[config.mk]
export PLATFORM = sky130hd
export DESIGN_NAME = decode_stage_flat
export DESIGN_NICKNAME = d
export VERILOG_FILES = /design/src/rtl/decode_stage_pkg.sv /design/src/rtl/decode_stage_if.sv /design/src/rtl/decode_stage_instr_field_decode.sv /design/src/rtl/decode_stage.sv /design/src/flat_wrapper.sv
export SDC_FILE = /design/constraint.sdc
export NUM_CORES = 1
export LEC_CHECK = 0
export BUFFER_PORTS_ARGS = -buffer_cell sky130_fd_sc_hd__buf_2
export CAP_MARGIN = 20
export CELL_PAD_IN_SITES_DETAIL_PLACEMENT = 1
export CELL_PAD_IN_SITES_GLOBAL_PLACEMENT = 1
export CORE_MARGIN = 4
export CORE_UTILIZATION = 28
export CTS_CLUSTER_DIAMETER = 30
export DETAILED_ROUTE_END_ITERATION = 10
export GPL_TIMING_DRIVEN = 0
export PLACE_DENSITY = 0.65
export SLEW_MARGIN = 0
export SYNTH_ARGS = -nofsm -noshare
export SYNTH_HDL_FRONTEND = slang
export SYNTH_SLANG_ARGS = --single-unit
[constraint.sdc]
create_clock -name clk -period 3.7 [get_ports clk]
set_input_delay 0.185 -clock clk [delete_from_list [all_inputs] [get_ports clk]]
set_output_delay 0.185 -clock clk [all_outputs]
set_load 0.01 [all_outputs]
[src/rtl/decode_stage_pkg.sv]
// Shared encoding for the decode stage: icode values, the "no register" index,
// the D/E register layout and the needReg/needCon tables shared with fetch.
package decode_stage_pkg;

   localparam logic [3:0] REG_NONE = 4'hF;

   typedef enum logic [3:0] {
      IC_NOP   = 4'd0,
      IC_RRMOV = 4'd1,
      IC_MEM   = 4'd2,
      IC_OP    = 4'd3,
      IC_JMP   = 4'd4,
      IC_CALL  = 4'd5
   } icode_e;

   typedef struct packed {
      logic       valid;
      logic [3:0] icode;
      logic [3:0] ifun;
      logic [3:0] srcA;
      logic [3:0] srcB;
      logic [3:0] dstE;
      logic [7:0] valC;
      logic [7:0] valP;
   } deReg_t;

   function automatic logic lookupNeedReg(input logic [3:0] icode, input logic [3:0] ifun);
      case (icode)
         IC_RRMOV:                return (ifun <= 4'd2);
         IC_MEM, IC_OP, IC_CALL:  return 1'b1;
         default:                 return 1'b0;
      endcase
   endfunction

   function automatic logic lookupNeedCon(input logic [3:0] icode, input logic [3:0] ifun);
      case (icode)
         IC_RRMOV:                return (ifun == 4'd1) || (ifun == 4'd2);
         IC_MEM, IC_JMP, IC_CALL: return 1'b1;
         default:                 return 1'b0;
      endcase
   endfunction

   function automatic logic lookupIllegal(input logic [3:0] icode, input logic [3:0] ifun);
      case (icode)
         IC_RRMOV:                              return (ifun > 4'd2);
         IC_NOP, IC_MEM, IC_OP, IC_JMP, IC_CALL: return 1'b0;
         default:                               return 1'b1;
      endcase
   endfunction

   // A bubble keeps valP so the PC trail stays visible in the D/E register.
   function automatic deReg_t makeBubble(input logic [7:0] valP);
      deReg_t b;
      b.valid = 1'b0;
      b.icode = 4'd0;
      b.ifun  = 4'd0;
      b.srcA  = REG_NONE;
      b.srcB  = REG_NONE;
      b.dstE  = REG_NONE;
      b.valC  = 8'h00;
      b.valP  = valP;
      return b;
   endfunction

endpackage

[src/rtl/decode_stage_if.sv]
// Fetch-to-decode bus: instruction, next PC, qualifiers, and the back-pressure
// signal decode returns to fetch.
interface decode_stage_if;
   logic [23:0] instr_f;
   logic [7:0]  increPC_f;
   logic        valid_f;
   logic        error_f;
   logic        stall_f;

   modport master (output instr_f, increPC_f, valid_f, error_f, input stall_f);
   modport slave  (input instr_f, increPC_f, valid_f, error_f, output stall_f);
endinterface

[src/rtl/decode_stage_instr_field_decode.sv]
// Purely combinational split of a 24-bit instruction into opcode, register
// selectors and constant, plus its register/constant/legality classification.
module instr_field_decode
   import decode_stage_pkg::*;
(
   input  logic [23:0] instr_f,
   output logic [3:0]  icode,
   output logic [3:0]  ifun,
   output logic [3:0]  srcA,
   output logic [3:0]  srcB,
   output logic [3:0]  dstE,
   output logic [7:0]  valC,
   output logic        needReg,
   output logic        needCon,
   output logic        illegal
);
   logic [3:0] rA;
   logic [3:0] rB;

   assign icode = instr_f[23:20];
   assign ifun  = instr_f[19:16];
   assign rA    = instr_f[15:12];
   assign rB    = instr_f[11:8];

   assign needReg = lookupNeedReg(icode, ifun);
   assign needCon = lookupNeedCon(icode, ifun);
   assign illegal = lookupIllegal(icode, ifun);

   assign srcA = needReg ? rA : REG_NONE;
   assign srcB = (icode == IC_MEM || icode == IC_OP) ? rB : REG_NONE;
   assign dstE = (icode == IC_RRMOV || icode == IC_OP) ? rB : REG_NONE;

   // The constant sits after the register byte when there is one, else right after the opcode byte.
   assign valC = !needCon ? 8'h00 : (needReg ? instr_f[7:0] : instr_f[15:8]);
endmodule

[src/rtl/decode_stage.sv]
// Decode stage: field decode, load-use hazard detection, D/E pipeline register
// with flush/stall/bubble priority, sticky error and saturating bubble counter.
module decode_stage
   import decode_stage_pkg::*;
#(
   parameter int CNT_W = 8
) (
   input  logic             clk,
   input  logic             rst_n,
   decode_stage_if.slave    fetchBus,
   input  logic             stall_d,
   input  logic             flush_d,
   input  logic [3:0]       dstE_e,
   input  logic             isLoad_e,
   output logic [3:0]       icode_d,
   output logic [3:0]       ifun_d,
   output logic [3:0]       srcA_d,
   output logic [3:0]       srcB_d,
   output logic [3:0]       dstE_d,
   output logic [7:0]       valC_d,
   output logic [7:0]       valP_d,
   output logic             valid_d,
   output logic             error_d,
   output logic [CNT_W-1:0] bubble_cnt
);
   logic [3:0] icode, ifun, srcA, srcB, dstE;
   logic [7:0] valC;
   logic       needReg, needCon, illegal;
   logic       unusedClass;
   logic       hazard;

   deReg_t           deReg, deNext;
   logic             errReg, errNext;
   logic [CNT_W-1:0] cntReg, cntNext;

   instr_field_decode u_fields (
      .instr_f (fetchBus.instr_f),
      .icode   (icode),
      .ifun    (ifun),
      .srcA    (srcA),
      .srcB    (srcB),
      .dstE    (dstE),
      .valC    (valC),
      .needReg (needReg),
      .needCon (needCon),
      .illegal (illegal)
   );

   // The register/constant classification is already folded into srcA and valC here.
   assign unusedClass = needReg ^ needCon;

   assign hazard = fetchBus.valid_f && isLoad_e && (dstE_e != REG_NONE)
                   && ((dstE_e == srcA) || (dstE_e == srcB));
   assign fetchBus.stall_f = hazard && !flush_d;

   always_comb begin
      // NOTE: every output of this block gets a default first so no path infers a latch.
      deNext  = deReg;
      cntNext = cntReg;
      errNext = errReg | fetchBus.error_f;
      if (flush_d) begin
         deNext = makeBubble(deReg.valP);
      end else if (stall_d) begin
         deNext = deReg;
      end else if (hazard) begin
         deNext = makeBubble(deReg.valP);
         if (cntReg != {CNT_W{1'b1}}) cntNext = cntReg + 1'b1;
      end else if (fetchBus.valid_f && !illegal) begin
         deNext = '{valid: 1'b1, icode: icode, ifun: ifun, srcA: srcA, srcB: srcB,
                    dstE: dstE, valC: valC, valP: fetchBus.increPC_f};
      end else if (fetchBus.valid_f) begin
         deNext  = makeBubble(deReg.valP);
         errNext = 1'b1;
      end else begin
         deNext = makeBubble(deReg.valP);
      end
   end

   // NOTE: state registers use non-blocking assignments so every flop samples pre-edge values.
   always_ff @(posedge clk or negedge rst_n) begin
      if (!rst_n) begin
         deReg  <= makeBubble(8'h00);
         errReg <= 1'b0;
         cntReg <= '0;
      end else begin
         deReg  <= deNext;
         errReg <= errNext;
         cntReg <= cntNext;
      end
   end

   assign icode_d    = deReg.icode;
   assign ifun_d     = deReg.ifun;
   assign srcA_d     = deReg.srcA;
   assign srcB_d     = deReg.srcB;
   assign dstE_d     = deReg.dstE;
   assign valC_d     = deReg.valC;
   assign valP_d     = deReg.valP;
   assign valid_d    = deReg.valid;
   assign error_d    = errReg;
   assign bubble_cnt = cntReg;
endmodule

[src/flat_wrapper.sv]
// flat-port wrapper written by rule: the top's interface ports become plain ports
module decode_stage_flat import decode_stage_pkg::*;
#(
   parameter int CNT_W = 8
)
  (clk, rst_n, stall_d, flush_d, dstE_e, isLoad_e, icode_d, ifun_d, srcA_d, srcB_d, dstE_d, valC_d, valP_d, valid_d, error_d, bubble_cnt, fetchBus_instr_f, fetchBus_increPC_f, fetchBus_valid_f, fetchBus_error_f, fetchBus_stall_f);
  decode_stage_if fetchBus_i ();
  input  logic clk;
  input  logic rst_n;
  input  logic stall_d;
  input  logic flush_d;
  input  logic [3:0] dstE_e;
  input  logic isLoad_e;
  output logic [3:0] icode_d;
  output logic [3:0] ifun_d;
  output logic [3:0] srcA_d;
  output logic [3:0] srcB_d;
  output logic [3:0] dstE_d;
  output logic [7:0] valC_d;
  output logic [7:0] valP_d;
  output logic valid_d;
  output logic error_d;
  output logic [CNT_W-1:0] bubble_cnt;
  input wire logic [$bits(fetchBus_i.instr_f)-1:0] fetchBus_instr_f;
  input wire logic [$bits(fetchBus_i.increPC_f)-1:0] fetchBus_increPC_f;
  input wire logic [$bits(fetchBus_i.valid_f)-1:0] fetchBus_valid_f;
  input wire logic [$bits(fetchBus_i.error_f)-1:0] fetchBus_error_f;
  output wire logic [$bits(fetchBus_i.stall_f)-1:0] fetchBus_stall_f;
  assign fetchBus_i.instr_f = fetchBus_instr_f;
  assign fetchBus_i.increPC_f = fetchBus_increPC_f;
  assign fetchBus_i.valid_f = fetchBus_valid_f;
  assign fetchBus_i.error_f = fetchBus_error_f;
  assign fetchBus_stall_f = fetchBus_i.stall_f;
  decode_stage #(.CNT_W(CNT_W)) u_core (.clk(clk), .rst_n(rst_n), .fetchBus(fetchBus_i), .stall_d(stall_d), .flush_d(flush_d), .dstE_e(dstE_e), .isLoad_e(isLoad_e), .icode_d(icode_d), .ifun_d(ifun_d), .srcA_d(srcA_d), .srcB_d(srcB_d), .dstE_d(dstE_d), .valC_d(valC_d), .valP_d(valP_d), .valid_d(valid_d), .error_d(error_d), .bubble_cnt(bubble_cnt));
endmodule
Word level (Yosys, flattened, before mapping)

Index checks and enable logic that the tools add are counted.

Flip-flop bits (word level): 46
Latch bits: 0
RAM bits: 0
ROM bits: 0
Output and inout bits: 47
Memories kept: 0

Add/sub/neg operators: 1
$mul: 0
Divide/modulo/power cells: 0
Order comparisons: 2
Equality and inequality tests: 12
Shift operators: 0
Mux-type cells: 17
Bitwise operators: 4
Reductions and logical operators: 17

Operators by type and width:

| operator                                                        | count |
|---|---|
| 2-to-1 mux 37 bit                                               | 4 |
| 2-to-1 mux 8 bit                                                | 2 |
| == test 4 x 2 -> 1 bit (second input constant)                  | 3 |
| 2-to-1 mux 4 bit                                                | 3 |
| adder 8 x 1 -> 8 bit (second input constant)                    | 1 |
| == test 4 x 1 -> 1 bit (second input constant)                  | 2 |
| == test 4 x 3 -> 1 bit (second input constant)                  | 2 |
| == test 4 bit                                                   | 2 |
| != test 8 bit (second input constant)                           | 1 |
| AND reduction 4 bit                                             | 2 |
| case mux 1 bit (2 select lines)                                 | 3 |
| OR reduction 3 bit                                              | 2 |
| logical AND 1 bit                                               | 5 |
| 2-to-1 mux 1 bit                                                | 5 |
| OR reduction 5 bit                                              | 1 |
| > comparator 4 x 2 -> 1 bit (second input constant)             | 1 |
| less-or-equal comparator 4 x 2 -> 1 bit (second input constant) | 1 |
| zero test 4 bit                                                 | 1 |
| logical OR 1 bit                                                | 4 |
| != test 4 bit (second input constant)                           | 1 |
| inverter 1 bit                                                  | 3 |
| zero test 1 bit                                                 | 2 |
| != test 2 x 1 -> 1 bit (second input constant)                  | 1 |
| OR 1 bit                                                        | 1 |

Longest topological paths before layout

Gate-level depths: netlist of the first run.

Depth after elaboration: 10
Mapped depth: 9
Gate-level depth less buffers: 6

Modules after synthesis

From an unflattened synthesis of the first run, not the netlist that was laid out.

Cells, all modules: 191
Area total of the unflattened synthesis: 2268.4 um^2

Modules (own cells, without submodules):

| module             | times used | cells each | area an instance (um^2) |
|---|---|---|---|
| decode_stage       | 1          | 137        | 1893.1 |
| instr_field_decode | 1          | 54         | 375.4 |

Least setup slack after synthesis of the first run

OpenSTA, ideal clock, no wires.

Kind: input-to-reg
From: input fetchBus_instr_f[23]
To: register u_core.deReg (netlist bit u_core.valP_d[1])
Data arrival time: 1.913 ns
Path slack: 1.662 ns
Stages: 9
Buffers on the path: 3
Cells stage by stage: buf_2 > a21oi_1 > o221a_1 > buf_4 > o2111ai_1 > a31oi_1 > o21a_1 > buf_6 > mux2_4

Word-level cells in the longest chain between the ends: 9
Elaborated cells on any way between the ends: 21
Those cells by class: eq/ne (7); mux (4); bitwise (1); reduce/logical (9)

RTL lines:

| what                                                             | RTL line                                                                              | RTL |
|---|---|---|
| start, declared                                                  | flat_wrapper.sv:24                                                                    | `input wire logic [$bits(fetchBus_i.instr_f)-1:0] fetchBus_instr_f;` |
| == test 4 x 2 -> 1 bit or == test 4 x 3 -> 1 bit (tied branches) | decode_stage_pkg.sv:28, decode_stage_pkg.sv:44, decode_stage_instr_field_decode.sv:30 |  |
| OR reduction 3 bit                                               | decode_stage_pkg.sv:28                                                                | `case (icode)` |
| case mux 1 bit (2 select lines)                                  | decode_stage_pkg.sv:28                                                                |  |
| 2-to-1 mux 4 bit                                                 | decode_stage_instr_field_decode.sv:29                                                 | `assign srcA = needReg ? rA : REG_NONE;` |
| == test 4 bit                                                    | decode_stage.sv:53                                                                    | `&& ((dstE_e == srcA) \|\| (dstE_e == srcB));` |
| logical OR 1 bit                                                 | decode_stage.sv:53                                                                    |  |
| logical AND 1 bit                                                | decode_stage.sv:53                                                                    |  |
| inverter 1 bit (no line)                                         | n/a                                                                                   |  |
| AND reduction 4 bit (no line) (*)                                | n/a                                                                                   |  |
| end signal, assigned                                             | decode_stage.sv:82                                                                    | `deReg <= makeBubble(8'h00);` |
| end signal, assigned                                             | decode_stage.sv:86                                                                    | `deReg <= deNext;` |
| end, declared                                                    | decode_stage.sv:32                                                                    | `deReg_t deReg, deNext;` |

Every way passes the cells marked *; elsewhere a longest branch is shown, timed or not.
A chain may end at the register's enable or synchronous reset.

Worst setup path in the final report of the first run

From: input fetchBus_instr_f[21]
To: output fetchBus_stall_f

Word-level cells in the longest chain between the ends: 8
Elaborated cells on any way between the ends: 14
Those cells by class: eq/ne (6); mux (3); reduce/logical (5)

RTL lines:

| what                                                             | RTL line                                                      | RTL |
|---|---|---|
| == test 4 x 2 -> 1 bit or == test 4 x 3 -> 1 bit (tied branches) | decode_stage_pkg.sv:28, decode_stage_instr_field_decode.sv:30 |  |
| OR reduction 3 bit                                               | decode_stage_pkg.sv:28                                        |  |
| case mux 1 bit (2 select lines)                                  | decode_stage_pkg.sv:28                                        |  |
| 2-to-1 mux 4 bit                                                 | decode_stage_instr_field_decode.sv:29                         |  |
| == test 4 bit                                                    | decode_stage.sv:53                                            |  |
| logical OR 1 bit (*)                                             | decode_stage.sv:53                                            |  |
| logical AND 1 bit (*)                                            | decode_stage.sv:53                                            |  |
| logical AND 1 bit (*)                                            | decode_stage.sv:54                                            | `assign fetchBus.stall_f = hazard && !flush_d;` |
| end, declared                                                    | flat_wrapper.sv:28                                            | `output wire logic [$bits(fetchBus_i.stall_f)-1:0] fetchBus_stall_f;` |

Marked as above.

==> impl_metrics.toml, run 1 <==
[yosys]
synthArstFlopShare = 1.00
yosys_warnings = 0
syn_area_per_cell_um2 = 11.5
ys.flop_type = "dfrtp_1"
synth_seq_cells = 46
ys_seq_area_frac = 0.513
synth_edf_count = 0
syn_area_mm2 = 0.00227
synth_nets = 242
synthDistinctLibCells = 47
synth_cells = 198

[global_route]
grt_pass1_vias = 2172
grt_max_degree = 47
overflow = 0
grt_use_total = 0.142
antenna_found_initial = 0
grt_pass1_wl_mm = 10.9

[worst_hold_path]
hold_depth = 3
hold_end = "u_core.error_d"
min-delay-start = "fetchBus_error_f"
hold_path.class = "primary input to register"

[route]
ant_nets = 0
drt_first_iter_violations = 52
wl_per_cell_um = 16.9
firstDrtPassIters = 4
drc = 0
viasPerCell = 4.92
drt_wl_total_mm = 6.74
num_vias = 1957

[critical_path]
crit_path_max_fanout = 10
critPathKind = "primary input to output pin"
worstPathRequired_ns = 3.51
crit_arrival_ns = 2.05
cp-end-kind = "output pin"
r2r_cells = 6
start_kind = "primary input"
r2r_start = "u_core.bubble_cnt[0]"
timing.rr.end = "u_core.bubble_cnt[5]"
reg2reg_slack_ns = 1.88

[power]
p_clk_frac = 0.304
cellLeakagePower_nw = 1.39
internal_power_mw = 0.783
power_frac_comb = 0.188
p_seq_frac = 0.508
power.density_mw_per_mm2 = 369
net-switching-power_mw = 0.311
ir_drop_mv = 0.151
p_sw_frac = 0.284

[place]
hpwl_mm = 5.12
dp_slack_ns = 1.16
portBuffers = 88
placedInstanceArea_mm2 = 0.00284
routabilityCongestion = 0.744

[timing]
period_share = 0.605
slew_viol_final = 0
worstMarginPinSlew_ns = 0.608
rsz0062_at_grt = "no"
setup_violations = 0
slew_headroom = 0.595
fmax_mhz = 447
setup_ws_ns = 1.46
period_needed_ns = 2.24
final_hold_viol_count = 0
setup-tns-final_ns = 0
clock_skew_ns = 0.00287

[cells_and_area]
n_antenna_cell = 0
fin_area_mm2 = 0.00297
nNetsFinal = 339
layout_common_cells = "buf_2 (91), dfrtp_1 (34), nor2_1 (18)"
area_growth_pct = 30.5
final_util = 0.380
layout_commonest_cell = "buf_2"
drive_gt1_frac = 0.449

[floorplan]
rows = 32
die_w_um = 98.1
fp.dieH_um = 98.1
core-area_mm2 = 0.00781
start_util = 0.291
die_area_mm2 = 0.00962
io_pins = 90

[clock_network]
cts_buffers = 5
cts.sinks = 46
cts_setup_buffers = 0
cts_hold_buf = 0
cts_tree = "yes"
post_cts_resized = 0
insertion_delay_ns = 0.30
clk_pin_slew_worst_paths_ns = 0.09
cts-htree-levels = 2
cts_root_buf = "clkbuf_8"
clockBufferDepth = 2

[run_status]
outcome = "finished, final reports clean"

[run]
drv_cap = 0
==> worst max-delay path, cell delays in order <==
cell,delay (ns)
buf_2,0.10
buf_2,0.17
a21oi_1,0.27
o221a_1,0.23
buf_4,0.20
o2111ai_1,0.13
a31oi_1,0.29
buf_4,0.26
nor3_1,0.07
buf_2,0.16
==> power by group through the flow <==
stage / clock network, mW / registers (mW) / logic (mW)
2_1_floorplan: 0 / 0.580 / 0.0917
3_3_place_gp: 0 / 0.564 / 0.201
3_5_place_dp: 0 / 0.565 / 0.207
4_1_cts: 0.347 / 0.557 / 0.208
5_1_grt: 0.371 / 0.561 / 0.228
6_report: 0.332 / 0.556 / 0.206
==> sequential cells by signal (all words and copies together), names as in the netlist <==
register           flops
u_core.valP_d          8
u_core.error_d         1
u_core.srcB_d          4
u_core.dstE_d          4
u_core.ifun_d          4
u_core.valid_d         1
u_core.bubble_cnt      8
u_core.icode_d         4
u_core.srcA_d          4
u_core.valC_d          8
==> area by class of cell <==
type	instances	area (um^2)
Clock buffer	6	82.6
Inverter	1	3.75
Tap cell	102	128
Clock inverter	2	12.5
Fill cell	927	4840
Timing Repair Buffer	90	470
Multi-Input combinational cell	141	1040
Buffer	10	63.8
Sequential cell	46	1170
==> cells in the mapped netlist, types with 4 or more instances <==
library cell  instances  share of area
nor4b_2               5          0.033
nand2_1              17          0.028
nand3_1               5          0.011
mux2_4                6          0.040
dfstp_2              12           0.14
a22o_1                5          0.019
nor2_1               18          0.030
xor2_1                9          0.035
o32a_1                4          0.018
a31oi_1               5          0.014
xnor2_1               5          0.019
dfrtp_1              34           0.37
a21oi_1               5          0.011
o21ai_1              10          0.022
mux2i_1               8          0.035
==> cells by family (layout without fill, tap and decap cells) <==
kind of cell,count (synthesis),count (layout),synth area share
AND/OR/NAND/NOR,64,64,0.164
flip-flops,46,46,0.513
multiplexers,17,17,0.0897
AO/OA/AOI/OAI,45,45,0.144
buffers and inverters,11,109,0.0297
XOR/XNOR,14,14,0.0539
adder cells (fa/ha/maj),1,1,0.00550
==> metrics by stage <==
stage,hold WS [ns],instances,total power [mW]
global route,0.0887,398,1.16
finish,0.0851,398,1.09
floorplan,-0.111,198,0.672
detailed placement,0.413,388,0.772
CTS,0.0705,396,1.11
global placement,0.388,388,0.765
==> routing by layer <==
metal | wire (um) | share of wire | global-route usage
met2 | 3010 | 0.45 | 0.230
met4 | 79 | 0.012 | 0.0415
met1 | 3180 | 0.47 | 0.184
met5 | 0 | 0 | 0
met3 | 477 | 0.071 | 0.0407
==> worst max-delay path by stage <==
| stage | from | end | slack (ns) |
|---|---|---|---|
| 6_report | fetchBus_instr_f[21] | fetchBus_stall_f | 1.46 |
| 5_1_grt | fetchBus_instr_f[21] | fetchBus_stall_f | 1.34 |
| 3_3_place_gp | fetchBus_instr_f[21] | u_core.valP_d[4] | 1.20 |
| 2_1_floorplan | fetchBus_instr_f[23] | u_core.valP_d[1] | 1.66 |
| 3_5_place_dp | fetchBus_instr_f[21] | u_core.valP_d[3] | 1.16 |
| 4_1_cts | fetchBus_instr_f[21] | fetchBus_stall_f | 1.44 |
Note: power is estimated with default switching activity, not from simulation.
==> inputs of run 2 (changes only) <==
Clock period 3.7 ns to 2.1 ns, I/O delays scaled along.
==> run 2 against run 1 <==
Effect of this change: cell count rose by 0.25%; power rose by 76%; critical path depth fell by 2.
==> impl_metrics.toml, run 2 (same netlist as run 1, synthesis figures left out) <==
[place]
hpwl_mm = 5.12
routabilityCongestion = 0.744
portBuffers = 88
dp_cells = 388
dp_slack_ns = -0.361

[clock_network]
insertion_delay_ns = 0.30
clk_pin_slew_worst_paths_ns = 0.09
cts-htree-levels = 2
cts_tree = "yes"
cts_setup_buffers = 0
cts.sinks = 46
cts_root_buf = "clkbuf_8"
cts_buffers = 5
clockBufferDepth = 2

[timing]
slew_viol_final = 0
slew_headroom = 0.584
rsz0062_at_grt = "yes"
period_share = 0.964
period_needed_ns = 2.03
setup_ws_ns = 0.0746
setup_violations = 0
worstMarginPinSlew_ns = 0.623
clock_skew_ns = 0.00238
fmax_mhz = 494
final_hold_viol_count = 0
setup-tns-final_ns = 0

[critical_path]
crit_arrival_ns = 1.92
cp-end-kind = "output pin"
max_stage_delay_ns = 0.53
reg2reg_slack_ns = 0.29
cp.depth = 8
path_cells = "buf_2 > or2_1 > o221ai_1 > nand2_1 > a31oi_1 > buf_4 > nor3_1 > buf_2"
path_common_cell = "buf_2"
worstPathRequired_ns = 2.00
start_kind = "primary input"
cp.buffers_inverters = 3
r2r_cells = 6
slowest_stage = "o221ai_1"
cp_top_family = "compound AO/OA/AOI/OAI gates"
crit_path_max_fanout = 10
critPathKind = "primary input to output pin"

[global_route]
grt_pass1_wl_mm = 11.0
grt.busiest_layer = "met2"
grt_pass1_vias = 2177
grt_use_total = 0.142
grt_util_met1 = 0.184
overflow = 0
grt_use_met3 = 0.0400
antenna_found_initial = 0
use_met2 = 0.231
grt_max_degree = 47

[route]
viasPerCell = 4.91
wl_per_cell_um = 16.8
num_vias = 1959
drc = 0
drt_wl_total_mm = 6.72
firstDrtPassIters = 4
ant_nets = 0
drt_first_iter_violations = 50

[floorplan]
core-area_mm2 = 0.00781
start_util = 0.291
rows = 32
fp.dieH_um = 98.1
die_w_um = 98.1
die_area_mm2 = 0.00962
io_pins = 90

[cells_and_area]
stdcell_count = 399
area_growth_pct = 31.9
fillCellCount = 923
n_antenna_cell = 0
layout_common_cells = "buf_2 (91), dfrtp_1 (34), nor2_1 (18)"
drive_gt1_frac = 0.455
layout_commonest_cell = "buf_2"
final_util = 0.384
nNetsFinal = 340

[power]
p_seq_frac = 0.507
p_clk_frac = 0.301
power_frac_comb = 0.191
net-switching-power_mw = 0.546
internal_power_mw = 1.38
ir_drop_mv = 0.266
power.density_mw_per_mm2 = 644
cellLeakagePower_nw = 1.40
p_sw_frac = 0.283

[run]
drv_cap = 0

[worst_hold_path]
hold_depth = 2
hold_path.class = "primary input to register"

[run_status]
outcome = "finished, final reports clean"
[run 2: area by class of cell]
type | count | area (um^2) | share of cell area
sequential | 46 | 1170 | 0.389
multi-input combinational | 141 | 1060 | 0.354
tap | 102 | 128 | 0.0426
clock buffer | 6 | 82.6 | 0.0275
inverter | 1 | 3.75 | 0.00125
buffer | 10 | 63.8 | 0.0213
timing repair buffer | 91 | 480 | 0.160
clock inverter | 2 | 12.5 | 0.00417
[run 2: final timing paths]
check,from,end
worst max register to register,u_core.bubble_cnt[0],u_core.bubble_cnt[5]
worst min-delay path,fetchBus_increPC_f[7],u_core.valP_d[7]
worst max-delay path,fetchBus_instr_f[22],fetchBus_stall_f
min in group asynchronous,rst_n,u_core.valC_d[7]
max in group asynchronous,rst_n,u_core.srcA_d[2]
worst min register to register,u_core.valid_d,u_core.valid_d
[run 2: timing repair]
action                                  4_1_cts  5_1_grt
resized for setup                             1        3
hold buffers                                  1        1
gates cloned                                  0        0
endpoints found under the setup margin        6       15
endpoints found under the hold margin         1       14
[run 2: worst register-to-register path, stage by stage (launching register included)]
cell and delay, ns:
dfrtp_1 0.43, ha_1 0.26, nand3_1 0.10, o21ai_1 0.16, or3_1 0.45, nor3_1 0.20, xor2_1 0.16
[run 2: per-stage QoR]
stage	hold WS (ns)	instance area [um^2]	total power, mW
after floorplan	-0.191	2270	1.18
after global placement	0.308	2840	1.35
after detailed placement	0.333	2840	1.36
after CTS	0.00417	2950	1.96
after global routing	0.00867	3000	2.05
final	0.0193	3000	1.93
[run 2: power by group through the flow]
stage	sequential, mW	clock (mW)	combinational, mW
5_1_grt	0.988	0.653	0.409
3_3_place_gp	0.993	0	0.354
2_1_floorplan	1.02	0	0.161
6_report	0.979	0.581	0.369
3_5_place_dp	0.995	0	0.365
4_1_cts	0.981	0.611	0.368
[run 2: routing by layer]
metal,up-vias,wire length (um)
met5,-,0
met4,0,79
met3,7,461
met2,66,3050
met1,970,3140
li1,916,-
==> inputs of run 3 (changes only) <==
Clock period 2.1 ns to 2.2 ns, I/O delays scaled along.
==> run 3 against run 2 <==
Effect of this change: sequential cell count stayed put; wire length increased by 0.25%; clock-buffer cell count is the same; clock skew did not move; critical path depth grew 1; cell count is the same; sequential share of layout area increased by 0.21 points; non-clock buffer count unchanged; via count shrank 0.20%; die area stayed put; sequential power fell by 4.5%; largest power group unchanged; register-to-register slack gained 0.10 ns.
==> impl_metrics.toml, run 3 (same netlist as run 1, synthesis figures left out) <==
[cells_and_area]
fin_area_mm2 = 0.00298
stdcell_count = 399
layout_common_cells = "buf_2 (91), dfrtp_1 (34), nor2_1 (18)"
seqCellArea_mm2 = 0.00117
nNetsFinal = 340
area_growth_pct = 31.2
multiInputGateArea_mm2 = 0.00104
layout_commonest_cell = "buf_2"
n_antenna_cell = 0
fillCellCount = 924
drive_gt1_frac = 0.455

[place]
dp_cells = 388
portBuffers = 88
placedInstanceArea_mm2 = 0.00284
hpwl_mm = 5.12
routabilityCongestion = 0.744

[timing]
rsz0062_at_grt = "no"
fin_hold_ws_ns = 0.0241
slew_viol_final = 0
worstMarginPinSlew_ns = 0.620
final_hold_viol_count = 0
slew_headroom = 0.587
clock_skew_ns = 0.00238
period_share = 0.929
fmax_mhz = 489
period_needed_ns = 2.04
setup-tns-final_ns = 0
setup_violations = 0

[clock_network]
cts_buffers = 5
cts_tree = "yes"
cts.sinks = 46
insertion_delay_ns = 0.30
clockBufferDepth = 2
cts-htree-levels = 2
cts_root_buf = "clkbuf_8"
clk_pin_slew_worst_paths_ns = 0.09

[critical_path]
worstPathRequired_ns = 2.09
path_cells = "buf_2 > a211oi_2 > o221a_1 > buf_4 > o2111ai_1 > a31oi_1 > buf_4 > nor3_1 > buf_2"
r2r_start = "u_core.bubble_cnt[0]"
slowest_stage = "a211oi_2"
worstSetupStartpoint = "fetchBus_instr_f[17]"
crit_path_max_fanout = 10
cp-end-kind = "output pin"
max_stage_delay_ns = 0.37
start_kind = "primary input"
crit_arrival_ns = 1.93
cp.buffers_inverters = 4
reg2reg_slack_ns = 0.39
critPathKind = "primary input to output pin"
cp_top_family = "compound AO/OA/AOI/OAI gates"

[run]
drv_cap = 0

[floorplan]
io_pins = 90
core-area_mm2 = 0.00781
die_area_mm2 = 0.00962
fp.dieH_um = 98.1
die_w_um = 98.1
start_util = 0.291
rows = 32

[route]
drt_first_iter_violations = 51
drc = 0
ant_nets = 0
firstDrtPassIters = 4
drt_wl_total_mm = 6.74
viasPerCell = 4.90
wl_per_cell_um = 16.9
num_vias = 1955

[global_route]
grt_max_degree = 47
grt_pass1_wl_mm = 11.0
antenna_found_initial = 0
grt_use_total = 0.142
overflow = 0
grt_pass1_vias = 2177

[worst_hold_path]
min-delay-start = "fetchBus_increPC_f[7]"
hold_path.class = "primary input to register"

[power]
ir_drop_mv = 0.254
power.density_mw_per_mm2 = 617
cellLeakagePower_nw = 1.40

[run_status]
outcome = "finished, final reports clean"
-- run 3: cell counts in the layout (fill, tap and decap cells not counted) --
No cell type changed its count.
-- run 3: per-stage QoR --
| step | util | power, mW | setup slack [ns] |
|---|---|---|---|
| after floorplan | - | 1.13 | 0.237 |
| after global placement | 0.364 | 1.29 | -0.226 |
| after detailed placement | 0.364 | 1.30 | -0.266 |
| after CTS | 0.377 | 1.87 | 0.0605 |
| after global routing | 0.382 | 1.95 | 0.0455 |
| final | 0.382 | 1.84 | 0.156 |
-- run 3: routing by layer --
metal | vias to the layer above | share of wire | track usage
met1 | 966 | 0.47 | 0.184
met3 | 7 | 0.063 | 0.0400
met4 | 0 | 0.012 | 0.0415
li1 | 916 | - | -
met5 | - | 0 | 0
met2 | 66 | 0.45 | 0.231
-- run 3: repair_timing --
| item | CTS | global route |
|---|---|---|
| setup endpoints to repair | 0 | 7 |
| endpoints found under the hold margin | 1 | 14 |
| setup buffers | 0 | 0 |
| gates resized for setup | 0 | 2 |
| hold buffers | 1 | 1 |
-- run 3: layout make-up --
type                       instances  area share
sequential                        46       0.391
multi-input combinational        141       0.350
timing repair buffer              91       0.161
tap                              102      0.0428
clock buffer                       6      0.0277
buffer                            10      0.0214
clock inverter                     2     0.00420
inverter                           1     0.00126
-- run 3: worst paths after layout --
kind | endpoint | depth (start not counted)
min in group asynchronous | u_core.valC_d[7] | 2
hold / removal | u_core.valP_d[7] | 2
setup reg to reg | u_core.bubble_cnt[5] | 6
max in group asynchronous | u_core.srcA_d[2] | 3
hold reg to reg | u_core.valid_d | 2
setup / recovery | fetchBus_stall_f | 9
-- run 3: power breakdown --
| part | internal [mW] | switching (mW) | leakage (nW) |
|---|---|---|---|
| Combinational | 0.165 | 0.184 | 0.769 |
| Sequential | 0.901 | 0.0340 | 0.579 |
| Clock | 0.253 | 0.304 | 0.0472 |
| Total | 1.32 | 0.521 | 1.40 |
-- run 3: worst register-to-register path, stage by stage (launching register included) --
cell,delay (ns)
dfrtp_1,0.43
ha_1,0.26
nand3_1,0.10
o21ai_1,0.16
or3_1,0.45
nor3_1,0.20
xor2_1,0.16
